### src/rtl/alu_seq.sv
// alu_seq: sequential ALU with valid/ready handshakes on both sides.
// Single-cycle logic ops, iterative shifts/rotates (one bit per cycle),
// and a shift-add multiplier. Results and flags are registered and held
// until the consumer takes them.
//
// state | meaning
// IDLE  | waiting for an operation, in_ready high
// EXEC  | operation running, counter counts remaining iterations
// DONE  | result valid, held until out_ready
module alu_seq #(
  parameter int WIDTH = 8
) (
  input  logic             clk,
  input  logic             rst_n,
  input  logic             in_valid,
  output logic             in_ready,
  input  logic [WIDTH-1:0] A,
  input  logic [WIDTH-1:0] B,
  input  logic [3:0]       S,
  output logic             out_valid,
  input  logic             out_ready,
  output logic [WIDTH-1:0] D,
  output logic             C,
  output logic             Z,
  output logic             N,
  output logic             V,
  output logic             busy
);

  localparam int CNTW = $clog2(WIDTH) + 1;
  localparam logic [WIDTH-1:0] W_VAL    = WIDTH'(WIDTH);
  localparam logic [CNTW-1:0]  CNT_FULL = CNTW'(WIDTH);

  typedef enum logic [1:0] {
    ST_IDLE,
    ST_EXEC,
    ST_DONE
  } state_t;

  typedef enum logic [3:0] {
    OP_ADD   = 4'd0,
    OP_SUB   = 4'd1,
    OP_AND   = 4'd2,
    OP_OR    = 4'd3,
    OP_SHL   = 4'd4,
    OP_SHR   = 4'd5,
    OP_XOR   = 4'd6,
    OP_NOT   = 4'd7,
    OP_ASR   = 4'd8,
    OP_ROL   = 4'd9,
    OP_ROR   = 4'd10,
    OP_MULL  = 4'd11,
    OP_MULH  = 4'd12,
    OP_CMP   = 4'd13,
    OP_RSV14 = 4'd14,
    OP_RSV15 = 4'd15
  } op_t;

  state_t             state_q;
  op_t                op_q;
  logic [WIDTH-1:0]   a_q;
  logic [WIDTH-1:0]   b_q;
  logic [WIDTH-1:0]   w_q;
  logic               c_q;
  logic [2*WIDTH-1:0] prod_q;
  logic [CNTW-1:0]    cnt_q;
  logic [WIDTH-1:0]   d_q;
  logic               cf_q;
  logic               zf_q;
  logic               nf_q;
  logic               vf_q;

  logic [CNTW-1:0]    cnt_load;
  logic [WIDTH-1:0]   rot_amt;
  logic [WIDTH-1:0]   w_step;
  logic               c_step;
  logic [WIDTH-1:0]   mul_addend;
  logic [WIDTH:0]     mul_sum;
  logic [2*WIDTH-1:0] prod_step;
  logic [WIDTH:0]     sum_ext;
  logic [WIDTH:0]     dif_ext;
  logic               add_ovf;
  logic               sub_ovf;
  logic [WIDTH-1:0]   res_d;
  logic               cf_d;
  logic               zf_d;
  logic               nf_d;
  logic               vf_d;

  assign in_ready  = (state_q == ST_IDLE);
  assign out_valid = (state_q == ST_DONE);
  assign busy      = (state_q != ST_IDLE);
  assign D         = d_q;
  assign C         = cf_q;
  assign Z         = zf_q;
  assign N         = nf_q;
  assign V         = vf_q;

  // Iteration count loaded at acceptance; shift counts saturate at WIDTH so
  // large B never costs extra cycles (the carry is then the bit shifted out
  // on the WIDTH-th step).
  always_comb begin
    rot_amt  = B % W_VAL;
    cnt_load = '0;
    case (op_t'(S))
      OP_SHL, OP_SHR, OP_ASR: cnt_load = (B >= W_VAL) ? CNT_FULL : CNTW'(B);
      OP_ROL, OP_ROR:         cnt_load = CNTW'(rot_amt);
      OP_MULL, OP_MULH:       cnt_load = CNT_FULL;
      default:                cnt_load = '0;
    endcase
  end

  // One iteration of the running shift/rotate and of the shift-add multiplier.
  always_comb begin
    w_step = w_q;
    c_step = c_q;
    case (op_q)
      OP_SHL: begin
        c_step = w_q[WIDTH-1];
        w_step = {w_q[WIDTH-2:0], 1'b0};
      end
      OP_SHR: begin
        c_step = w_q[0];
        w_step = {1'b0, w_q[WIDTH-1:1]};
      end
      OP_ASR: begin
        c_step = w_q[0];
        w_step = {w_q[WIDTH-1], w_q[WIDTH-1:1]};
      end
      OP_ROL: begin
        c_step = w_q[WIDTH-1];
        w_step = {w_q[WIDTH-2:0], w_q[WIDTH-1]};
      end
      OP_ROR: begin
        c_step = w_q[0];
        w_step = {w_q[0], w_q[WIDTH-1:1]};
      end
      default: begin
        w_step = w_q;
        c_step = c_q;
      end
    endcase
    mul_addend = prod_q[0] ? a_q : '0;
    mul_sum    = {1'b0, prod_q[2*WIDTH-1:WIDTH]} + {1'b0, mul_addend};
    prod_step  = {mul_sum, prod_q[WIDTH-1:1]};
  end

  // Final result and flags, captured when the counter reaches zero.
  always_comb begin
    sum_ext = {1'b0, a_q} + {1'b0, b_q};
    dif_ext = {1'b0, a_q} - {1'b0, b_q};
    add_ovf = (a_q[WIDTH-1] == b_q[WIDTH-1]) && (sum_ext[WIDTH-1] != a_q[WIDTH-1]);
    sub_ovf = (a_q[WIDTH-1] != b_q[WIDTH-1]) && (dif_ext[WIDTH-1] != a_q[WIDTH-1]);
    res_d   = '0;
    cf_d    = 1'b0;
    vf_d    = 1'b0;
    case (op_q)
      OP_ADD: begin
        res_d = sum_ext[WIDTH-1:0];
        cf_d  = sum_ext[WIDTH];
        vf_d  = add_ovf;
      end
      OP_SUB: begin
        res_d = dif_ext[WIDTH-1:0];
        cf_d  = dif_ext[WIDTH];
        vf_d  = sub_ovf;
      end
      OP_CMP: begin
        res_d = a_q;
        cf_d  = dif_ext[WIDTH];
        vf_d  = sub_ovf;
      end
      OP_AND: res_d = a_q & b_q;
      OP_OR:  res_d = a_q | b_q;
      OP_XOR: res_d = a_q ^ b_q;
      OP_NOT: res_d = ~a_q;
      OP_SHL, OP_SHR, OP_ASR, OP_ROL, OP_ROR: begin
        res_d = w_q;
        cf_d  = c_q;
      end
      OP_MULL: begin
        res_d = prod_q[WIDTH-1:0];
        cf_d  = |prod_q[2*WIDTH-1:WIDTH];
      end
      OP_MULH: res_d = prod_q[2*WIDTH-1:WIDTH];
      default: res_d = '0;
    endcase
    zf_d = (res_d == '0);
    nf_d = res_d[WIDTH-1];
    if (op_q == OP_CMP) begin
      zf_d = (dif_ext[WIDTH-1:0] == '0);
      nf_d = dif_ext[WIDTH-1];
    end else if (op_q == OP_RSV14 || op_q == OP_RSV15) begin
      zf_d = 1'b0;
      nf_d = 1'b0;
    end
  end

  // Control FSM with the operand, working and result registers.
  always_ff @(posedge clk) begin
    if (!rst_n) begin
      state_q <= ST_IDLE;
      op_q    <= OP_ADD;
      a_q     <= '0;
      b_q     <= '0;
      w_q     <= '0;
      c_q     <= 1'b0;
      prod_q  <= '0;
      cnt_q   <= '0;
      d_q     <= '0;
      cf_q    <= 1'b0;
      zf_q    <= 1'b0;
      nf_q    <= 1'b0;
      vf_q    <= 1'b0;
    end else begin
      case (state_q)
        ST_IDLE: begin
          if (in_valid) begin
            op_q    <= op_t'(S);
            a_q     <= A;
            b_q     <= B;
            w_q     <= A;
            c_q     <= 1'b0;
            prod_q  <= {{WIDTH{1'b0}}, B};
            cnt_q   <= cnt_load;
            state_q <= ST_EXEC;
          end
        end
        ST_EXEC: begin
          if (cnt_q == '0) begin
            d_q     <= res_d;
            cf_q    <= cf_d;
            zf_q    <= zf_d;
            nf_q    <= nf_d;
            vf_q    <= vf_d;
            state_q <= ST_DONE;
          end else begin
            cnt_q  <= cnt_q - CNTW'(1);
            w_q    <= w_step;
            c_q    <= c_step;
            prod_q <= prod_step;
          end
        end
        ST_DONE: begin
          if (out_ready) state_q <= ST_IDLE;
        end
        default: state_q <= ST_IDLE;
      endcase
    end
  end

endmodule
### config.mk
export PLATFORM = sky130hd
export DESIGN_NAME = alu_seq
export DESIGN_NICKNAME = d
export VERILOG_FILES = /design/src/rtl/alu_seq.sv
export SDC_FILE = /design/constraint.sdc
export NUM_CORES = 1
export LEC_CHECK = 0
export CORE_MARGIN = 2
export CORE_UTILIZATION = 30
export CTS_CLUSTER_SIZE = 28
export DETAILED_ROUTE_END_ITERATION = 10
export GPL_TIMING_DRIVEN = 0
export MAX_ROUTING_LAYER = met4
export PLACE_DENSITY = 0.49
export SETUP_SLACK_MARGIN = 0.05
export SYNTH_ARGS = -nofsm -noshare
export SYNTH_HDL_FRONTEND = slang
export SYNTH_SLANG_ARGS = --single-unit
### constraint.sdc
create_clock -name clk -period 2.4 [get_ports clk]
set_input_delay 0.48 -clock clk [delete_from_list [all_inputs] [get_ports clk]]
set_output_delay 0.48 -clock clk [all_outputs]
set_load 0.02 [all_outputs]
==> out/metrics.cfg <==
[timing]
slew_headroom=0.324
rsz0062_at_grt=yes
clock.fmax_mhz=393
layout_min_cycle_time_ps=2540
worstMarginPinSlew_ps=1010
skew_ps=8.62
whs_ps=451
final_max_slew_viol_count=0
setup_viol_count_final=1
setup_ws_ps=-145
finalCritPeriodShare=1.06
finalHoldViolations=0

[min_path]
hp-class=register to register
min_path_cells=2

[critical_path]
cp.arrival_ps=2800
critPathRequiredTime_ps=2660
ff2ff_path_depth=9
cp-start-kind=register
worst_setup_path_end_kind=register
worst-path-max-fanout=10
crit_type=register to register

[routing]
first_pass_iters=5
ant_nets=0
drt_iter0_markers=392
wl_per_cell_um=21.1
num_vias=5265
via_per_inst=5.50
drc=0
drt-total-wl_um=20200

[status]
failed_checks=setup timing
status=finished with violations

[die]
rows=47
fp.dieW_um=133
die_y_um=133
start_util=0.305
die_area_mm2=0.0177
io_pins=39
design.core.area_mm2=0.0164

[yosys]
ys_types=79
synth_area_mm2=0.00500
synth_top_area_cell=dfxtp_1
synthTopCellsByArea=dfxtp_1 25%, ha_1 8.3%, nand2_1 6.3%, a21oi_1 4.8%, nor2_1 4.7%
yosys_warnings=0
syn_avg_cell_area_um2=7.56
synth_top_area_frac=0.252
synth_edf_count=0
ys_ff_latch=63
synthFlopType=dfxtp_1
synth_cells=661
synth_nets=721
synth_async_sr_flop_share=0
seq_area_frac_synth=0.252

[grt]
grt_max_degree=12
grt_pass1_wl_um=30800
antenna_found_initial=0
grt_overflow_total=0
grt_usage=0.237
grt_pass1_vias=5116

[cts]
clk_latency_ps=340
clk_path_buf_depth=2
path_clk_slew_ps=60
cts_max_level=3
postCtsHoldBufs=0
cts_buffers=9
clock_sinks=63
cts_tree=built
cts_root_buf=clkbuf_16

[cells_and_area]
fin_nets=793
layout.cells.most_common_list=83 x nand2_1, 60 x nor2_1, 47 x dfxtp_1, 43 x a21oi_1, 36 x clkdlybuf4s50_1
area_growth_syn_to_layout_pct=31.5
diodes=0
nFillCells=1705
layout_commonest_cell=nand2_1
drive_gt1_frac=0.206
fin_util=0.401
design_area_mm2=0.00658

[power]
vdd_drop_max_v=0.000476
power_density_mw_per_mm2=924
finalPower_mw=6.08
leakage_nw=2.53

[placed_design]
placed_area_mm2=0.00567
place.gp.congestion=0.995
dp_hpwl_um=15300
portBuffers=38

[run]
cap_violations=0

-- cell usage after synthesis (4+ instances only) --
| cell type | n |
|---|---|
| nand2_1 | 84 |
| dfxtp_1 | 63 |
| nor2_1 | 63 |
| a21oi_1 | 48 |
| ha_1 | 33 |
| inv_1 | 32 |
| o21ai_0 | 31 |
| clkbuf_1 | 25 |
| nor2b_1 | 19 |
| a211oi_1 | 16 |
| nand3_1 | 15 |
| nor3_1 | 14 |
| mux2i_1 | 12 |
| buf_2 | 11 |
| and2_1 | 10 |
| a311oi_1 | 9 |
| nand2b_1 | 9 |
| a21o_1 | 8 |
| a32oi_1 | 8 |
| and3_1 | 8 |
| xnor2_1 | 8 |
| a21boi_0 | 7 |
| a22oi_1 | 7 |
| nand4_1 | 7 |
| o21a_1 | 6 |
| o2bb2ai_1 | 6 |
| nor4_1 | 5 |
| a22o_1 | 4 |
| buf_4 | 4 |
| nor3b_1 | 4 |
| o21bai_1 | 4 |
| o22ai_1 | 4 |
| or4_1 | 4 |
-- cell families after synthesis --
kind of cell             share of synthesized area
AND/OR/NAND/NOR                              0.245
adder cells (fa/ha/maj)                     0.0946
AO/OA/AOI/OAI                                0.285
flip-flops                                   0.252
buffers and inverters                       0.0696
multiplexers                                0.0330
XOR/XNOR                                    0.0208
-- through the flow --
step / TNS (ps) / cells / setup WS [ps]
3_3_place_gp: -6890 / 919 / -693
6_report: -145 / 957 / -145
5_1_grt: -314 / 957 / -199
2_1_floorplan: -63.6 / 661 / -63.6
3_5_place_dp: -7260 / 919 / -691
4_1_cts: -145 / 953 / -145
-- flip-flops by register name (all words and copies together), names as in the netlist --
register,cells
a_q,8
b_q,8
w_q,8
N,1
cnt_q,4
op_q,4
D,8
V,1
prod_q,16
C,1
Z,1
state_q,2
c_q,1
-- repair_timing --
item / CTS / global route
cloned: 0 / 0
resized for setup: 79 / 44
endpoints found under the setup margin: 41 / 27
pin swaps: 20 / 18
setup buffers: 20 / 5
endpoints found under the hold margin: 0 / 0
-- layout make-up --
| cell class | count | area (um^2) | share of cell area |
|---|---|---|---|
| multi-input combinational | 519 | 3730 | 0.567 |
| sequential | 63 | 1310 | 0.199 |
| timing repair buffer | 63 | 581 | 0.0883 |
| tap | 220 | 275 | 0.0419 |
| clock buffer | 11 | 253 | 0.0384 |
| buffer | 42 | 239 | 0.0363 |
| inverter | 35 | 136 | 0.0207 |
| clock inverter | 4 | 53.8 | 0.00818 |
-- power by group --
| part | internal (mW) | total (mW) | switching (mW) | leakage [nW] |
|---|---|---|---|---|
| Sequential | 1.26 | 1.54 | 0.278 | 0.526 |
| Combinational | 1.28 | 3.18 | 1.90 | 1.86 |
| Clock | 0.858 | 1.35 | 0.497 | 0.144 |
-- critical path, stage by stage, from the launching register on --
cell and delay, ps:
dfxtp_2 410, inv_1 120, ha_1 300, buf_2 190, a221oi_2 250, a21oi_1 60
a22oi_1 220, nand2_1 200, or4_4 520, o31ai_2 210
-- final timing paths --
kind | from | slack [ps] | endpoint
setup / recovery | a_q[7]$_SDFFE_PN0P_ | -140 | Z$_SDFFE_PN0P_
hold / removal | C$_SDFFE_PN0P_ | 450 | C$_SDFFE_PN0P_
setup reg to reg | a_q[7]$_SDFFE_PN0P_ | -140 | Z$_SDFFE_PN0P_
hold reg to reg | C$_SDFFE_PN0P_ | 450 | C$_SDFFE_PN0P_
-- layer usage --
metal | GRT usage | vias up | routed length [um]
met5 | - | - | 0
met4 | 0.0878 | 0 | 669
met3 | 0.0437 | 34 | 1090
met2 | 0.357 | 158 | 8980
met1 | 0.317 | 2541 | 9440
li1 | - | 2532 | -
No activity file was read; power rests on OpenSTA's default activity.
